--- src/rtl/stream_demux.sv ---
// 1-to-NCH valid/ready demultiplexer with a single-beat output slot per channel,
// broadcast mode, and a saturating counter for beats whose select is out of range.
module stream_demux #(
  parameter int WIDTH = 8,
  parameter int NCH   = 4,
  parameter int SEL_W = 2,
  parameter int CNT_W = 8
) (
  input  logic                   clk,
  input  logic                   rst_n,
  input  logic [WIDTH-1:0]       in_data,
  input  logic [SEL_W-1:0]       in_sel,
  input  logic                   in_bcast,
  input  logic                   in_valid,
  output logic                   in_ready,
  output logic [NCH*WIDTH-1:0]   out_data,
  output logic [NCH-1:0]         out_valid,
  input  logic [NCH-1:0]         out_ready,
  output logic [CNT_W-1:0]       drop_cnt,
  output logic                   drop_pulse
);

  logic [NCH-1:0]   free;
  logic [NCH-1:0]   load;
  logic [NCH-1:0]   drain;
  logic             sel_ok;
  logic             free_sel;
  logic             acc;
  logic             drop;
  logic [CNT_W-1:0] drop_cnt_reg;
  logic             drop_pulse_reg;

  assign sel_ok = ({1'b0, in_sel} < (SEL_W + 1)'(NCH));

  // Mux free[] by in_sel without indexing past NCH when 2^SEL_W > NCH.
  always_comb begin
    free_sel = 1'b0;
    for (int k = 0; k < NCH; k++) begin
      if (in_sel == SEL_W'(k)) free_sel = free[k];
    end
  end

  always_comb begin
    in_ready = 1'b1;
    if (in_bcast)    in_ready = &free;
    else if (sel_ok) in_ready = free_sel;
  end

  assign acc  = in_valid & in_ready;
  assign drop = acc & ~in_bcast & ~sel_ok;

  for (genvar gi = 0; gi < NCH; gi++) begin : g_slot
    logic             slot_valid_reg;
    logic [WIDTH-1:0] slot_data_reg;

    assign free[gi]  = ~slot_valid_reg | out_ready[gi];
    assign drain[gi] = slot_valid_reg & out_ready[gi];
    assign load[gi]  = acc & (in_bcast | (in_sel == SEL_W'(gi)));

    // An empty slot always shows zero data, so a drain without reload clears it.
    always_ff @(posedge clk or negedge rst_n) begin
      if (!rst_n) begin
        slot_valid_reg <= 1'b0;
        slot_data_reg  <= '0;
      end else if (load[gi]) begin
        slot_valid_reg <= 1'b1;
        slot_data_reg  <= in_data;
      end else if (drain[gi]) begin
        slot_valid_reg <= 1'b0;
        slot_data_reg  <= '0;
      end
    end

    assign out_valid[gi]                = slot_valid_reg;
    assign out_data[gi*WIDTH +: WIDTH]  = slot_data_reg;
  end

  always_ff @(posedge clk or negedge rst_n) begin
    if (!rst_n) begin
      drop_cnt_reg   <= '0;
      drop_pulse_reg <= 1'b0;
    end else begin
      drop_pulse_reg <= drop;
      if (drop && (drop_cnt_reg != {CNT_W{1'b1}}))
        drop_cnt_reg <= drop_cnt_reg + CNT_W'(1);
    end
  end

  assign drop_cnt   = drop_cnt_reg;
  assign drop_pulse = drop_pulse_reg;

endmodule

--- config.mk ---
export PLATFORM = sky130hd
export DESIGN_NAME = stream_demux
export DESIGN_NICKNAME = d
export VERILOG_FILES = /design/src/rtl/stream_demux.sv
export SDC_FILE = /design/constraint.sdc
export NUM_CORES = 1
export LEC_CHECK = 0
export CAP_MARGIN = 40
export CORE_MARGIN = 4
export CORE_UTILIZATION = 44
export DETAILED_ROUTE_END_ITERATION = 7
export PLACE_DENSITY = 0.81
export SLEW_MARGIN = 40
export SYNTH_ARGS = -nofsm -noshare
export SYNTH_HDL_FRONTEND = slang
export SYNTH_SLANG_ARGS = --single-unit
export TNS_END_PERCENT = 5
--- constraint.sdc ---
create_clock -name clk -period 1.97 [get_ports clk]
set_input_delay 0.2955 -clock clk [delete_from_list [all_inputs] [get_ports clk]]
set_output_delay 0.2955 -clock clk [all_outputs]
set_load 0.01 [all_outputs]
# Yosys cells after proc, flatten, opt, wreduce, memory -nomap -nowiden
# Index checks and enable logic that the tools add are counted.
[op_classes]
n_eq_ne = 3
mux = 21
bitwise = 21
n_reduce_logical = 6
[op_table]
columns = ["cell", "count"]
rows = [
  ["8-bit 2-to-1 mux", 8],
  ["1-bit 2-to-1 mux", 13],
  ["1-bit bitwise AND", 9],
  ["1-bit OR", 8],
  ["2-bit nonzero test", 4],
  ["2-bit equality test (second input constant)", 2],
  ["1-bit inverter", 4],
  ["4-bit AND reduction", 1],
  ["2-bit by 1-bit equality test with 1-bit output (second input constant)", 1],
  ["2-bit logical NOT", 1],
]
[totals]
ff_bits = 36
in_bits = 18
word_cells = 59

# Logic depth before layout (Yosys ltp)
[logic_depth]
word_depth = 10
mapped_depth = 5
ltp_nobuf = 5

# Least setup slack after synthesis
# No wires, ideal clock.
[synth_path]
path_type = "input -> register"
startpoint = "in in_sel[1]"
endpoint = "reg g_slot[2].slot_data_reg[0]"
arrival_ns = 1.419
t_required_ns = 1.891
path_slack_ns = 0.471
cell_stages = 5
n_path_buf = 0
path_cell_list = "inv_2 -> a21oi_4 -> o22ai_4 -> nor4_4 -> mux2i_1"
[synth_between]
elab_chain_cells = 9
elab_cells_between_ends = 14
classes_between = "3 x eq/ne; 6 x mux; 3 x bitwise; 2 x reduce/logical"
[synth_rtl]
columns = ["element", "line", "rtl"]
rows = [
  ["start: declaration", "12", "input logic [SEL_W-1:0] in_sel,"],
  ["2-bit logical NOT", "39", "if (in_sel == SEL_W'(k)) free_sel = free[k];"],
  ["1-bit 2-to-1 mux (4 in a row)", "39", ""],
  ["1-bit 2-to-1 mux", "45", "if (in_bcast) in_ready = &free;"],
  ["1-bit bitwise AND", "49", "assign acc = in_valid & in_ready;"],
  ["1-bit bitwise AND *", "58", "assign load[gi] = acc & (in_bcast | (in_sel == SEL_W'(gi)));"],
  ["8-bit 2-to-1 mux or 2-bit nonzero test (tied branches)", "-", ""],
  ["end signal: assignment", "67", "slot_data_reg <= in_data;"],
  ["end: declaration", "54", "logic [WIDTH-1:0] slot_data_reg;"],
]
# Mark *: on every way between the ends. The rest lies on a longest branch, timed or not.
# A chain may end at the register's enable or synchronous reset.

# Worst setup path after layout
[layout_path]
startpoint = "in in_bcast"
endpoint = "reg g_slot[0].slot_data_reg[2]"
[layout_between]
elab_chain_cells = 4
elab_cells_between_ends = 6
classes_between = "2 x mux; 3 x bitwise; 1 x reduce/logical"
[layout_rtl]
columns = ["element", "line", "rtl"]
rows = [
  ["start: declaration", "13", "input logic in_bcast,"],
  ["1-bit 2-to-1 mux", "45", ""],
  ["1-bit bitwise AND", "49", ""],
  ["1-bit bitwise AND *", "58", ""],
  ["8-bit 2-to-1 mux or 2-bit nonzero test (tied branches)", "-", ""],
  ["end signal: assignment", "67", ""],
  ["end: declaration", "54", ""],
]
# Marks and branches as above.

==> results.py <==
metrics = {
    "global_routing": {
        "grt_usage_pct": 16.4,
        "antenna_found_initial": 0,
        "grt_max_degree": 37,
        "grt-ovfl-total": 0,
        "grt_pass1_vias": 1352,
        "grt_pass1_wl_mm": 6.34,
    },
    "clock_network": {
        "clk_pin_slew_worst_paths_ns": 0.07,
        "cts_hold_buf": 0,
        "cts.sinks": 36,
        "clockRootBuffer": "clkbuf_8",
        "htree_levels": 2,
        "cts_tree": "yes",
        "clk_latency_ns": 0.29,
        "cts_max_path_buffers": 2,
        "cts_buffers": 5,
    },
    "setup_path": {
        "crit_fanout": 8,
        "rrSetupSlack_ns": 0.31,
        "cpPeakStageDelay_ns": 0.50,
        "crit_top_cell": "buf_4",
        "cp-start-kind": "input port",
        "r2r-end": "g_slot[1].slot_data_reg[3]$_DFFE_PN0P_",
        "crit_required_ns": 2.18,
        "critPathArrivalTime_ns": 2.02,
        "r2r_cells": 6,
        "worstSetupPathType": "input port to flip-flop",
        "cp_slowest_cell": "nor3_4",
        "critical_path.cell_chain": "clkdlybuf4s50_1 > buf_4 > a21oi_4 > buf_4 > o22ai_4 > nor3_4 > mux2i_1",
        "reg2reg_from": "g_slot[0].slot_valid_reg$_DFFE_PN0P_",
        "endpoint_kind": "flip-flop",
    },
    "power_and_ir_drop": {
        "swShare_pct": 30.0,
        "p_leak_nw": 1.14,
        "clock_power_share_pct": 24.3,
        "ir_worst_vdd_v": 0.000705,
        "power.switching_mw": 0.783,
        "p_int_mw": 1.83,
        "power_frac_comb_pct": 36.1,
        "pwr-share-seq_pct": 39.6,
        "power_density_nw_per_um2": 1030,
    },
    "status": {
        "outcome": "finished clean",
    },
    "drt": {
        "drtPass1Iterations": 4,
        "drc_errors": 0,
        "antenna_left": 0,
        "drt_iter0_markers": 162,
        "wirelength_mm": 3.96,
        "vias": 1303,
        "via_per_inst": 4.74,
        "wl_per_cell_um": 14.4,
    },
    "synth": {
        "synth_seq_cells": 36,
        "synth_area_sq_um": 1740,
        "synth_cells": 153,
        "synth_edf_count": 0,
        "synth-seq-area-share_pct": 51.7,
        "synth_cell_types": 20,
        "yosysWarnings": 0,
        "syn-mean-instance-area_sq_um": 11.4,
        "async_reset_ff_share_pct": 100,
        "synth_ff_type": "dfrtp_1",
    },
    "final_layout": {
        "final_area_sq_um": 2530,
        "area_growth_pct": 45.3,
        "finalNetCount": 244,
        "largest_reg_flops": 32,
        "final_util_pct": 67.6,
        "drive_above_1_share_pct": 15.4,
        "antenna_cells": 0,
    },
    "timing": {
        "fin_ws_ns": 0.162,
        "period_minus_slack_ns": 1.81,
        "holdWs_ns": 0.420,
        "slew_headroom_pct": 64.0,
        "min_period_over_period_pct": 91.8,
        "rsz0062_at_grt": "no",
        "setup_violations": 0,
        "hold_viol": 0,
        "fin_setup_tns_ns": 0,
        "worst_pin_slew_ns": 0.538,
        "skew_ns": 0.00771,
        "max_freq_ghz": 0.553,
        "finalMaxSlewViolations": 0,
    },
    "run": {
        "max-cap-violations": 0,
    },
    "placement": {
        "gp_congestion": 0.723,
        "io_buffers": 54,
        "post-place-ws_ns": -0.313,
        "post-dp-hpwl_mm": 2.98,
        "place_area_sq_um": 2430,
    },
    "floorplanning": {
        "core-area_sq_um": 3740,
        "start_util_pct": 46.5,
        "die_h_um": 70.9,
        "core.rowCount": 22,
        "die-width_um": 70.9,
        "die_area_sq_um": 5030,
        "io_pins": 64,
    },
    "hold_path": {
        "min_path_type": "input port to async pin",
    },
}
==> per-layer routing <==
metal | wire, um | track usage (%) | up-vias
met2 | 1920 | 26.9 | 40
met1 | 1720 | 20.6 | 624
li1 | - | - | 631
met4 | 73 | 6.26 | 0
met5 | 0 | 0 | -
met3 | 246 | 4.69 | 8
==> worst max-delay path by stage <==
stage | start | endpoint
floorplan | in_sel[1] | g_slot[2].slot_data_reg[0]$_DFFE_PN0P_
global placement | in_sel[0] | g_slot[0].slot_data_reg[3]$_DFFE_PN0P_
detailed placement | in_sel[0] | g_slot[1].slot_data_reg[3]$_DFFE_PN0P_
CTS | in_bcast | g_slot[3].slot_data_reg[6]$_DFFE_PN0P_
global route | in_bcast | g_slot[0].slot_data_reg[2]$_DFFE_PN0P_
finish | in_bcast | g_slot[0].slot_data_reg[2]$_DFFE_PN0P_
==> Yosys cell counts, types with 2 or more instances <==
master	number	area share [%]
a21oi_4	2	1.9
inv_1	9	1.9
dfrtp_1	36	52
o31ai_1	3	1.3
nand2_1	38	8.2
buf_4	13	5.6
nor2_1	2	0.43
nor3_4	3	2.8
mux2i_1	32	18
nand2b_1	5	1.8
==> logic make-up after synthesis <==
logic type / after synthesis / synth area share (%)
simple gates: 50 / 14.8
flops: 36 / 51.7
mux: 32 / 18.4
buf+inv: 23 / 7.76
compound gates: 11 / 7.11
other cells: 1 / 0.215
==> worst max-delay path: cells and delay by family <==
family	cells	cell delay [ns]
buf+inv	3	0.73
simple gates	1	0.50
compound gates	2	0.23
mux	1	0.25
==> layout make-up <==
cell class | count | area (sq um)
fill | 315 | 1210
sequential | 36 | 901
multi-input combinational | 102 | 736
timing repair buffer | 71 | 689
clock buffer | 6 | 72.6
tap | 48 | 60.1
inverter | 10 | 37.5
clock inverter | 2 | 35.0
==> power groups by stage <==
stage,registers [mW],logic (mW),clock network [mW]
floorplan,1.12,0.346,0
global placement,1.05,0.938,0
detailed placement,1.04,0.960,0
CTS,1.04,0.961,0.646
global route,1.06,1.03,0.667
finish,1.03,0.944,0.636
==> per-stage QoR <==
step / total power [mW] / instances
2_1_floorplan: 1.46 / 161
3_3_place_gp: 1.98 / 267
3_5_place_dp: 2.00 / 267
4_1_cts: 2.64 / 275
5_1_grt: 2.75 / 275
6_report: 2.61 / 275
==> cells in the final DEF, fill, tap and decap left out, types with 2 or more instances in the layout <==
master | Yosys | final
mux2i_1 | 32 | 32
clkdlybuf4s50_1 | 0 | 51
a21oi_4 | 2 | 2
buf_4 | 13 | 15
nor2_1 | 2 | 2
clkbuf_8 | 0 | 5
inv_1 | 9 | 9
dlygate4sd2_1 | 0 | 3
buf_12 | 0 | 2
nand2b_1 | 5 | 5
conb_1 | 1 | 9
nor3_4 | 3 | 3
dfrtp_1 | 36 | 36
nand2_1 | 38 | 38
o31ai_1 | 3 | 3
==> what timing repair did <==
item,CTS,global route
hold endpoints to repair,0,0
gates resized for setup,3,0
setup endpoints to repair,6,0
buffers inserted,0,0
Note: power is estimated with default switching activity, not from simulation.
